$ cat src/rtl/start_conditioner.sv
// Debounces the active-low start button into one START pulse per press and freezes operands A/B at that press.
// Latency: pin to START is 2 sync + DEBOUNCE_CYCLES + 1 cycles; there is no backpressure, and re-trigger is locked out until END_MULT and release.
module start_conditioner #(
  parameter int N               = 8,
  parameter int DEBOUNCE_CYCLES = 500000
) (
  input  logic         CLOCK,
  input  logic         RESET,
  input  logic         BTN_N,
  input  logic [N-1:0] SW_A,
  input  logic [N-1:0] SW_B,
  input  logic         END_MULT,
  output logic         START,
  output logic [N-1:0] A_OUT,
  output logic [N-1:0] B_OUT,
  output logic         BUSY
);

  localparam int CW = $clog2(DEBOUNCE_CYCLES + 1);
  localparam logic [CW-1:0] CNT_MAX  = CW'(DEBOUNCE_CYCLES);
  localparam logic [CW-1:0] CNT_LAST = CW'(DEBOUNCE_CYCLES - 1);

  typedef enum logic [1:0] {IDLE, ISSUE, WAIT_END, WAIT_REL} state_t;

  state_t        state, state_nx;
  logic          btn_m, btn_s, btn_db;
  logic [CW-1:0] db_cnt, rel_cnt;
  logic          armed, rel_ok, load;

  always_ff @(posedge CLOCK) begin
    if (RESET) begin
      btn_m <= 1'b1;
      btn_s <= 1'b1;
    end else begin
      btn_m <= BTN_N;
      btn_s <= btn_m;
    end
  end

  // The counter holds at most DEBOUNCE_CYCLES-1; the accepting cycle is the one that would reach DEBOUNCE_CYCLES.
  always_ff @(posedge CLOCK) begin
    if (RESET) begin
      btn_db <= 1'b1;
      db_cnt <= '0;
    end else if (btn_s == btn_db) begin
      db_cnt <= '0;
    end else if (db_cnt == CNT_LAST) begin
      btn_db <= btn_s;
      db_cnt <= '0;
    end else begin
      db_cnt <= db_cnt + 1'b1;
    end
  end

  // btn_db resets to "released", so a button held through reset would look like a fresh press.
  // Presses are therefore ignored until a genuine, debounced release has been observed.
  assign rel_ok = btn_m & btn_s;

  always_ff @(posedge CLOCK) begin
    if (RESET) begin
      armed   <= 1'b0;
      rel_cnt <= '0;
    end else if (!armed) begin
      if (!rel_ok)
        rel_cnt <= '0;
      else if (rel_cnt != CNT_MAX)
        rel_cnt <= rel_cnt + 1'b1;
      if (rel_ok && btn_db && rel_cnt == CNT_MAX)
        armed <= 1'b1;
    end
  end

  always_ff @(posedge CLOCK) begin
    if (RESET)
      state <= IDLE;
    else
      state <= state_nx;
  end

  // IDLE is only entered with btn_db high, so btn_db low in IDLE means a debounced falling edge.
  always_comb begin
    state_nx = state;
    START    = 1'b0;
    BUSY     = 1'b0;
    load     = 1'b0;
    case (state)
      IDLE: begin
        if (armed && !btn_db)
          state_nx = ISSUE;
      end
      ISSUE: begin
        START    = 1'b1;
        BUSY     = 1'b1;
        load     = 1'b1;
        state_nx = WAIT_END;
      end
      WAIT_END: begin
        BUSY = 1'b1;
        if (END_MULT)
          state_nx = btn_db ? IDLE : WAIT_REL;
      end
      WAIT_REL: begin
        if (btn_db)
          state_nx = IDLE;
      end
      default: state_nx = IDLE;
    endcase
  end

  always_ff @(posedge CLOCK) begin
    if (RESET) begin
      A_OUT <= '0;
      B_OUT <= '0;
    end else if (load) begin
      A_OUT <= SW_A;
      B_OUT <= SW_B;
    end
  end

endmodule

$ cat config.mk
export PLATFORM = sky130hd
export DESIGN_NAME = start_conditioner
export DESIGN_NICKNAME = d
export VERILOG_FILES = /design/src/rtl/start_conditioner.sv
export SDC_FILE = /design/constraint.sdc
export NUM_CORES = 1
export LEC_CHECK = 0
export ABC_AREA = 1
export CAP_MARGIN = 20
export CORE_ASPECT_RATIO = 0.6
export CORE_MARGIN = 3
export CORE_UTILIZATION = 29
export CTS_CLUSTER_DIAMETER = 60
export CTS_CLUSTER_SIZE = 14
export DETAILED_ROUTE_END_ITERATION = 8
export GPL_TIMING_DRIVEN = 0
export PLACE_DENSITY_LB_ADDON = 0.05
export SYNTH_ARGS = -nofsm -noshare
export SYNTH_HDL_FRONTEND = slang
export SYNTH_SLANG_ARGS = --single-unit
export TNS_END_PERCENT = 50
$ cat constraint.sdc
create_clock -name CLOCK -period 1.54 [get_ports CLOCK]
set_clock_uncertainty 0.1 [all_clocks]
set_input_delay 0.385 -clock CLOCK [delete_from_list [all_inputs] [get_ports CLOCK]]
set_output_delay 0.385 -clock CLOCK [all_outputs]
set_load 0.02 [all_outputs]
Yosys cells after proc, flatten, opt, wreduce, memory -nomap -nowiden:

Index checks and enable logic that the tools add are counted.
Widths: inputs -> output; s select.

* $add $sub $neg: 2
* equality and inequality tests: 11
* muxes and demuxes: 11
* bitwise logic cells: 3
* reductions and logical operators: 10

Operator list (number)
* $add 19x1->19 const B: 2
* $eq 19x19->1 const B: 2
* $mux 19: 2
* $ne 19x19->1 const B: 1
* $mux 2: 4
* $pmux 2 s4: 1
* $ne 2x2->1 const B: 3
* $eq 2x2->1 const B: 2
* $mux 1: 4
* $reduce_and 2->1: 2
* $logic_and 1x1->1: 3
* $reduce_and 3->1: 1
* $reduce_or 3->1: 1
* $eq 2x1->1 const B: 1
* $logic_not 2->1: 1
* $ne 2x1->1 const B: 1
* $not 1->1: 2
* $reduce_or 2->1: 1
* $and 1x1->1: 1
* $eq 1x1->1: 1
* $logic_not 1->1: 1

* register bits: 60
* output and inout bits: 18
* word-level logic and storage cells: 46

Longest topological paths before layout:

Gate-level depths: netlist of the first run.

* depth after elaboration: 5
* depth in mapped cells: 10

Worst setup path before layout of the first run:

No wires, ideal clock.

* path kind: flip-flop to flip-flop
* start: register db_cnt[0]
* end: register db_cnt[18]
* setup time: 0.127 ns
* data arrival time: 1.364 ns
* setup slack: -0.051 ns
* cell stages (with the launch flop): 10
* path through: dfxtp_1 ha_1 nand2_1 nor2_2 nand3_2 nor2_4 inv_1 nor2_1 nand2_1 nor3b_2

* cells in the longest elaborated chain, start to end: 2
* elaborated cells on any way between the ends: 3
* classes of those cells: 1 x add/sub; 1 x eq/ne; 1 x reduce/logical

Ends and longest elaborated chain
* start: declaration: RTL line 27 `logic [CW-1:0] db_cnt, rel_cnt;`
* start signal: assignment: RTL line 51 `db_cnt <= db_cnt + 1'b1;`
* branches (longest 2 deep; another with $add 19x1->19)

Parallel ways; which one is timed is not known.
A chain may end at the register's enable or synchronous reset.

Worst setup path in the final report of the first run:

* start: register rel_cnt[1]
* end: register rel_cnt[5]

* cells in the longest elaborated chain, start to end: 3
* elaborated cells on any way between the ends: 6
* classes of those cells: 1 x add/sub; 2 x eq/ne; 2 x mux; 1 x reduce/logical

Ends and longest elaborated chain
* start: declaration: RTL line 27
* start signal: assignment: RTL line 67 `rel_cnt <= rel_cnt + 1'b1;`
* $add 19x1->19 or $ne 19x19->1 (tied branches): RTL line 67, 66
* $mux 19 or $ne 2x1->1 (tied branches)
* $mux 19 or $reduce_and 2->1 (tied branches)

Parallel ways exist; a longest one is shown, timed or not. The select of a mux whose other input is x is not followed.

==> results of run 1 <==
-- Yosys cell counts --
master | count | share of area, %
inv_2 | 3 | 0.37
a211oi_1 | 2 | 0.50
buf_4 | 1 | 0.25
buf_8 | 1 | 0.50
a21boi_0 | 1 | 0.25
clkinv_1 | 1 | 0.12
o21ai_1 | 3 | 0.50
ha_1 | 8 | 3.3
xnor2_1 | 2 | 0.58
nor3b_1 | 3 | 0.75
nand2_4 | 3 | 1.1
a21oi_2 | 4 | 1.2
a21oi_1 | 12 | 2.0
nand3b_1 | 1 | 0.25
nand2_2 | 4 | 0.83
dfxtp_1 | 60 | 40
o21ai_0 | 28 | 4.6
nand3_2 | 2 | 0.66
nor3_2 | 1 | 0.33
nor3b_2 | 1 | 0.42
nor2_2 | 3 | 0.62
or2_2 | 4 | 0.83
nor2_4 | 2 | 0.75
xor2_1 | 17 | 4.9
nand3_1 | 24 | 4.0
nor3_1 | 7 | 1.2
nand4_1 | 9 | 1.9
inv_1 | 39 | 4.9
clkbuf_1 | 6 | 0.75
nand2_1 | 71 | 8.8
nor2_1 | 95 | 12
nand3_4 | 1 | 0.58
inv_6 | 1 | 0.29
a31o_2 | 1 | 0.29
-- power breakdown --
| part | switching, mW | internal [mW] | total [mW] |
|---|---|---|---|
| logic | 0.652 | 0.445 | 1.10 |
| registers | 0.0998 | 1.73 | 1.83 |
| clock network | 0.681 | 1.19 | 1.88 |
-- per-stage QoR --
stage | setup WS, ns | util, %
after floorplan | 0.00185 | -
after global placement | -0.550 | 35.6
after detailed placement | -0.566 | 35.6
after CTS | -0.140 | 42.4
after global routing | -0.280 | 43.8
final | -0.185 | 43.8
-- flip-flops by register name, indices dropped and copies added, names as in the netlist --
register and count:
db_cnt 19, rel_cnt 19, A_OUT 8, B_OUT 8, state 2, armed 1
btn_db 1, btn_m 1, btn_s 1
-- final timing paths --
path | startpoint | end | slack (ns) | depth (start not counted)
worst max-delay path | rel_cnt[1] | rel_cnt[5] | -0.18 | 9
worst min-delay path | db_cnt[0] | db_cnt[0] | 0.35 | 1
worst min register to register | db_cnt[0] | db_cnt[0] | 0.35 | 1
worst max register to register | rel_cnt[1] | rel_cnt[5] | -0.18 | 9
-- cell type report --
type	count	area (sq um)	share of cell area [%]
Buffer	7	55.1	1.26
Clock buffer	12	267	6.09
Clock inverter	2	10.0	0.229
Inverter	44	185	4.23
Multi-Input combinational cell	310	1900	43.3
Sequential cell	60	1220	28.0
Tap cell	135	169	3.86
Timing Repair Buffer	59	568	13.0
-- layer usage --
metal | track usage, % | wire length, um | vias to the layer above | part of all wire (%)
li1 | - | - | 1483 | -
met5 | 0 | 0 | - | 0
met2 | 20.9 | 3310 | 70 | 38
met3 | 6.87 | 591 | 10 | 6.9
met1 | 22.8 | 4630 | 1309 | 54
met4 | 3.71 | 74 | 0 | 0.86
-- kinds of logic (layout without fill, tap and decap cells) --
group,count (synthesis),count (layout),synth area share (%)
AO/OA/AOI/OAI,51,51,9.34
adder cells (fa/ha/maj),8,8,3.32
flip-flops,60,60,39.9
XOR/XNOR,19,19,5.52
buffers and inverters,52,124,7.14
AND/OR/NAND/NOR,231,232,34.8
-- timing repair --
| item | in CTS | in global routing |
|---|---|---|
| cloned | 2 | 0 |
| gates resized for setup | 101 | 38 |
| pin swaps | 20 | 15 |
| setup buffers | 18 | 3 |
| hold buffers | 0 | 0 |
| setup endpoints to repair | 68 | 58 |
==> flow_summary.toml, run 1 <==
[status]
outcome = "finished, violations left"
violations = "negative setup slack"

[detailed_routing]
firstDrtPassIters = 4
viasPerCell = 4.57
wl_per_cell_um = 13.7
drcViolationCount = 0
drt_iter0_drc = 145
wl_um = 8610
ant_nets = 0
vias = 2872

[worst_hold_path]
hold_class = "reg -> reg"

[placed_design]
port_buffers = 37
place_hpwl_um = 5800
place_congestion = 0.840
dp.cells = 593
place_area_sq_um = 3560

[sta]
fin_crit_sh_pct = 112
tns_ns = -2.58
setup_viol = 22
slew_viol_final = 0
rsz0062_at_grt = "yes"
period_needed_ns = 1.72
max_freq_mhz = 580
holdWs_ns = 0.348
tightest_slew_ns = 0.685
slew_headroom_pct = 54.3
setup_slack_ns = -0.185
final_hold_viol_count = 0

[clocking]
cts_tree = "built"
cts_max_path_buffers = 2
htreeDepth = 3
cts.sinks = 60
root_buffer = "clkbuf_16"
clk_latency_ns = 0.33
clk_pin_slew_ns = 0.05
numCtsBuffers = 9

[global_route]
grt_first_pass_wirelength_um = 14200
grt_pass1_vias = 2839
grt_overflow = 0
track_usage_pct = 15.7
antenna_found_initial = 0
grt_max_degree = 17

[worst_setup_path]
cp-end-kind = "flop"
cp_slowest_cell = "dfxtp_4"
start_kind = "flop"
crit_arrival_ns = 1.80
required_ns = 1.62
crit_type = "reg -> reg"
max_stage_delay_ns = 0.35
path_cells = "inv_4 -> ha_4 -> nand4_1 -> nor2_2 -> nand3_4 -> buf_4 -> buf_4 -> nand4_1 -> a21oi_2"
critPathTopFamily = "simple AND/OR/NAND/NOR gates"
worstPathMaxFanout = 5
worstPathBufferInverterCount = 3

[cells_and_area]
final_cells = 629
finalNetCount = 519
syn2layout_area_growth_pct = 45.1
layout_commonest_cell = "nor2_1"
fillers = 1012
drive_above_1_share_pct = 26.1
diodes = 0
final_cell_mix = "nor2_1 (85), nand2_1 (65), dfxtp_1 (49)"
final_cell_area_sq_um = 4370

[yosys]
ys_ff_latch = 60
synth-seq-area-share_pct = 39.9
syn_nets = 449
syn-cell-area_sq_um = 3010
avgSynthCellArea_sq_um = 7.16
synthCells = 421
ys_types = 34
synth-warning-count = 0

[power_and_ir_drop]
peakVddDrop_uv = 602
power_per_cell_area_nw_per_um2 = 1100
power.total_mw = 4.81
p_leak_nw = 1.76

[die]
rows = 28
fp.dieH_um = 85.0
die_x_um = 138
coreArea_sq_um = 9980
fp.dieArea_sq_um = 11700
initial_core_util_pct = 30.2
io_pins = 38

[run]
cap_violations = 0
Note: power is estimated with default switching activity, not from simulation.
==> run 2: changes to the inputs <==
--- a/config.mk
+++ b/config.mk
@@ -15,6 +15,7 @@
 export DETAILED_ROUTE_END_ITERATION = 8
 export GPL_TIMING_DRIVEN = 0
 export PLACE_DENSITY_LB_ADDON = 0.05
+export SLEW_MARGIN = 15
 export SYNTH_ARGS = -nofsm -noshare
 export SYNTH_HDL_FRONTEND = slang
 export SYNTH_SLANG_ARGS = --single-unit
==> constraint.sdc (replaced) <==
create_clock -name CLOCK -period 2.2 [get_ports CLOCK]
set_clock_uncertainty 0.1 [all_clocks]
set_input_delay 0.55 -clock CLOCK [delete_from_list [all_inputs] [get_ports CLOCK]]
set_output_delay 0.55 -clock CLOCK [all_outputs]
set_load 0.02 [all_outputs]
==> run 2 against run 1 <==
  * The flow now finishes without violations
  * Global-route usage shrank 1.1 points
  * Worst setup slack improved by 0.26 ns
  * Count of clock-buffer cells in the layout rose by 1
  * Sequential power shrank 30%
  * Design area decreased by 13%
  * Die area stayed put
  * Worst hold slack barely moved
  * First-iteration DRC count increased by 21%
  * Sequential cell count unchanged
  * Combinational power fell by 34%
  * Routed wire length is 9.1% lower
  * Largest cell class unchanged
==> flow_summary.toml, run 2 (synthesized netlist as in run 1, its figures left out) <==
[global_route]
use_met1_pct = 22.4
grt_first_pass_wirelength_um = 13200
grt_max_degree = 11
grt_pass1_vias = 2562
grt_util_met2_pct = 17.5
top_usage_layer = "met1"
track_usage_pct = 14.6
antenna_found_initial = 0
use_met3_pct = 6.75
grt_overflow = 0

[clocking]
cts_hold_buf = 0
numCtsBuffers = 9
cts.sinks = 60
cts_tree = "built"
htreeDepth = 3
clk_latency_ns = 0.32
cts_max_path_buffers = 2
clk_pin_slew_ns = 0.05
root_buffer = "clkbuf_16"

[placed_design]
pre_cts_slack_ns = -0.0595
place_congestion = 0.809
port_buffers = 37
place_hpwl_um = 5780
place_area_sq_um = 3550

[sta]
max_freq_mhz = 470
setup_viol = 0
fin_crit_sh_pct = 96.7
slew_headroom_pct = 56.0
final_hold_viol_count = 0
slew_viol_final = 0
tightest_slew_ns = 0.659
holdWs_ns = 0.348
setup_slack_ns = 0.0722
rsz0062_at_grt = "yes"
tns_ns = 0
period_needed_ns = 2.13

[worst_setup_path]
r2r-start = "db_cnt[0]"
rr_worst_depth = 7
required_ns = 1.55
crit_type = "reg -> out"
start_kind = "flop"
timing.rr.end = "db_cnt[16]"
cp-end-kind = "primary output"
crit_path_end = "START"
crit_arrival_ns = 1.48
r2r_setup_slack_ns = 0.25
worstPathMaxFanout = 9
setup.worst_path.start = "state[1]"

[die]
io_pins = 38
fp.dieArea_sq_um = 11700
coreArea_sq_um = 9980
initial_core_util_pct = 30.2
die_x_um = 138
rows = 28
fp.dieH_um = 85.0

[power_and_ir_drop]
p_comb_share_pct = 22.0
power_per_cell_area_nw_per_um2 = 859
switching_share_pct = 29.1
switching_power_mw = 0.955
clkPwrFrac_pct = 39.2
seq_power_share_pct = 38.8
internal-power_mw = 2.33
p_leak_nw = 1.41
peakVddDrop_uv = 436

[detailed_routing]
firstDrtPassIters = 4
drt_iter0_drc = 175
wl_per_cell_um = 12.9
wl_um = 7830
vias = 2722
viasPerCell = 4.48
ant_nets = 0
drcViolationCount = 0

[worst_hold_path]
min_path_cells = 1
hp-start = "db_cnt[0]"
hold_class = "reg -> reg"

[cells_and_area]
final_cell_area_sq_um = 3820
drive_above_1_share_pct = 9.94
syn2layout_area_growth_pct = 26.7
reg.largest.list = "db_cnt (19), rel_cnt (19)"
finalNetCount = 497
layout_commonest_cell = "nor2_1"
final_cell_mix = "nor2_1 (95), nand2_1 (71), dfxtp_1 (60)"
diodes = 0

[run]
cap_violations = 0

[status]
outcome = "completed"
==> run 2: timing repair <==
action / 4_1_cts / 5_1_grt
setup endpoints to repair: 2 / 2
endpoints found under the hold margin: 0 / 0
setup buffers: 0 / 0
resized for setup: 3 / 2
==> run 2: metal layers <==
metal / vias to the layer above / share of wire, %
met4: 0 / 0.65
met1: 1199 / 57
met5: - / 0
met2: 77 / 34
li1: 1442 / -
met3: 4 / 8.4
==> run 2: area by class of cell <==
class	instances	area, sq um
well taps	135	169
clock inverters	2	10.0
repair buffers	37	364
inverters	44	170
flip-flops and latches	60	1200
plain buffers	8	45.0
fillers	1058	6160
clock buffers	13	260
multi-input cells	309	1600
==> run 2: critical path, cell delays in order (launching register included) <==
cell and delay, ns:
dfxtp_1 0.33, inv_1 0.16, ha_2 0.31, dlygate4sd2_1 0.36
==> run 2: metrics by stage <==
step                total power, mW  util, %  std cells
global placement               2.04     35.6        593
floorplan                      1.68        -        421
CTS                            3.34     38.3        608
finish                         3.28     38.3        608
detailed placement             2.03     35.6        593
global route                   3.47     38.3        608
==> run 2: worst min path at each step <==
stage / slack (ns) / end
finish: 0.35 / db_cnt[0]
global route: 0.38 / db_cnt[0]
global placement: 0.34 / db_cnt[0]
floorplan: 0.32 / db_cnt[0]
CTS: 0.35 / db_cnt[0]
detailed placement: 0.34 / db_cnt[0]
==> run 2: power by group through the flow <==
stage               registers (mW)  clock network, mW  logic [mW]
global placement              1.29                  0       0.751
detailed placement            1.29                  0       0.737
finish                        1.28               1.29       0.721
global route                  1.29               1.38       0.804
CTS                           1.27               1.33       0.736
floorplan                     1.42                  0       0.262
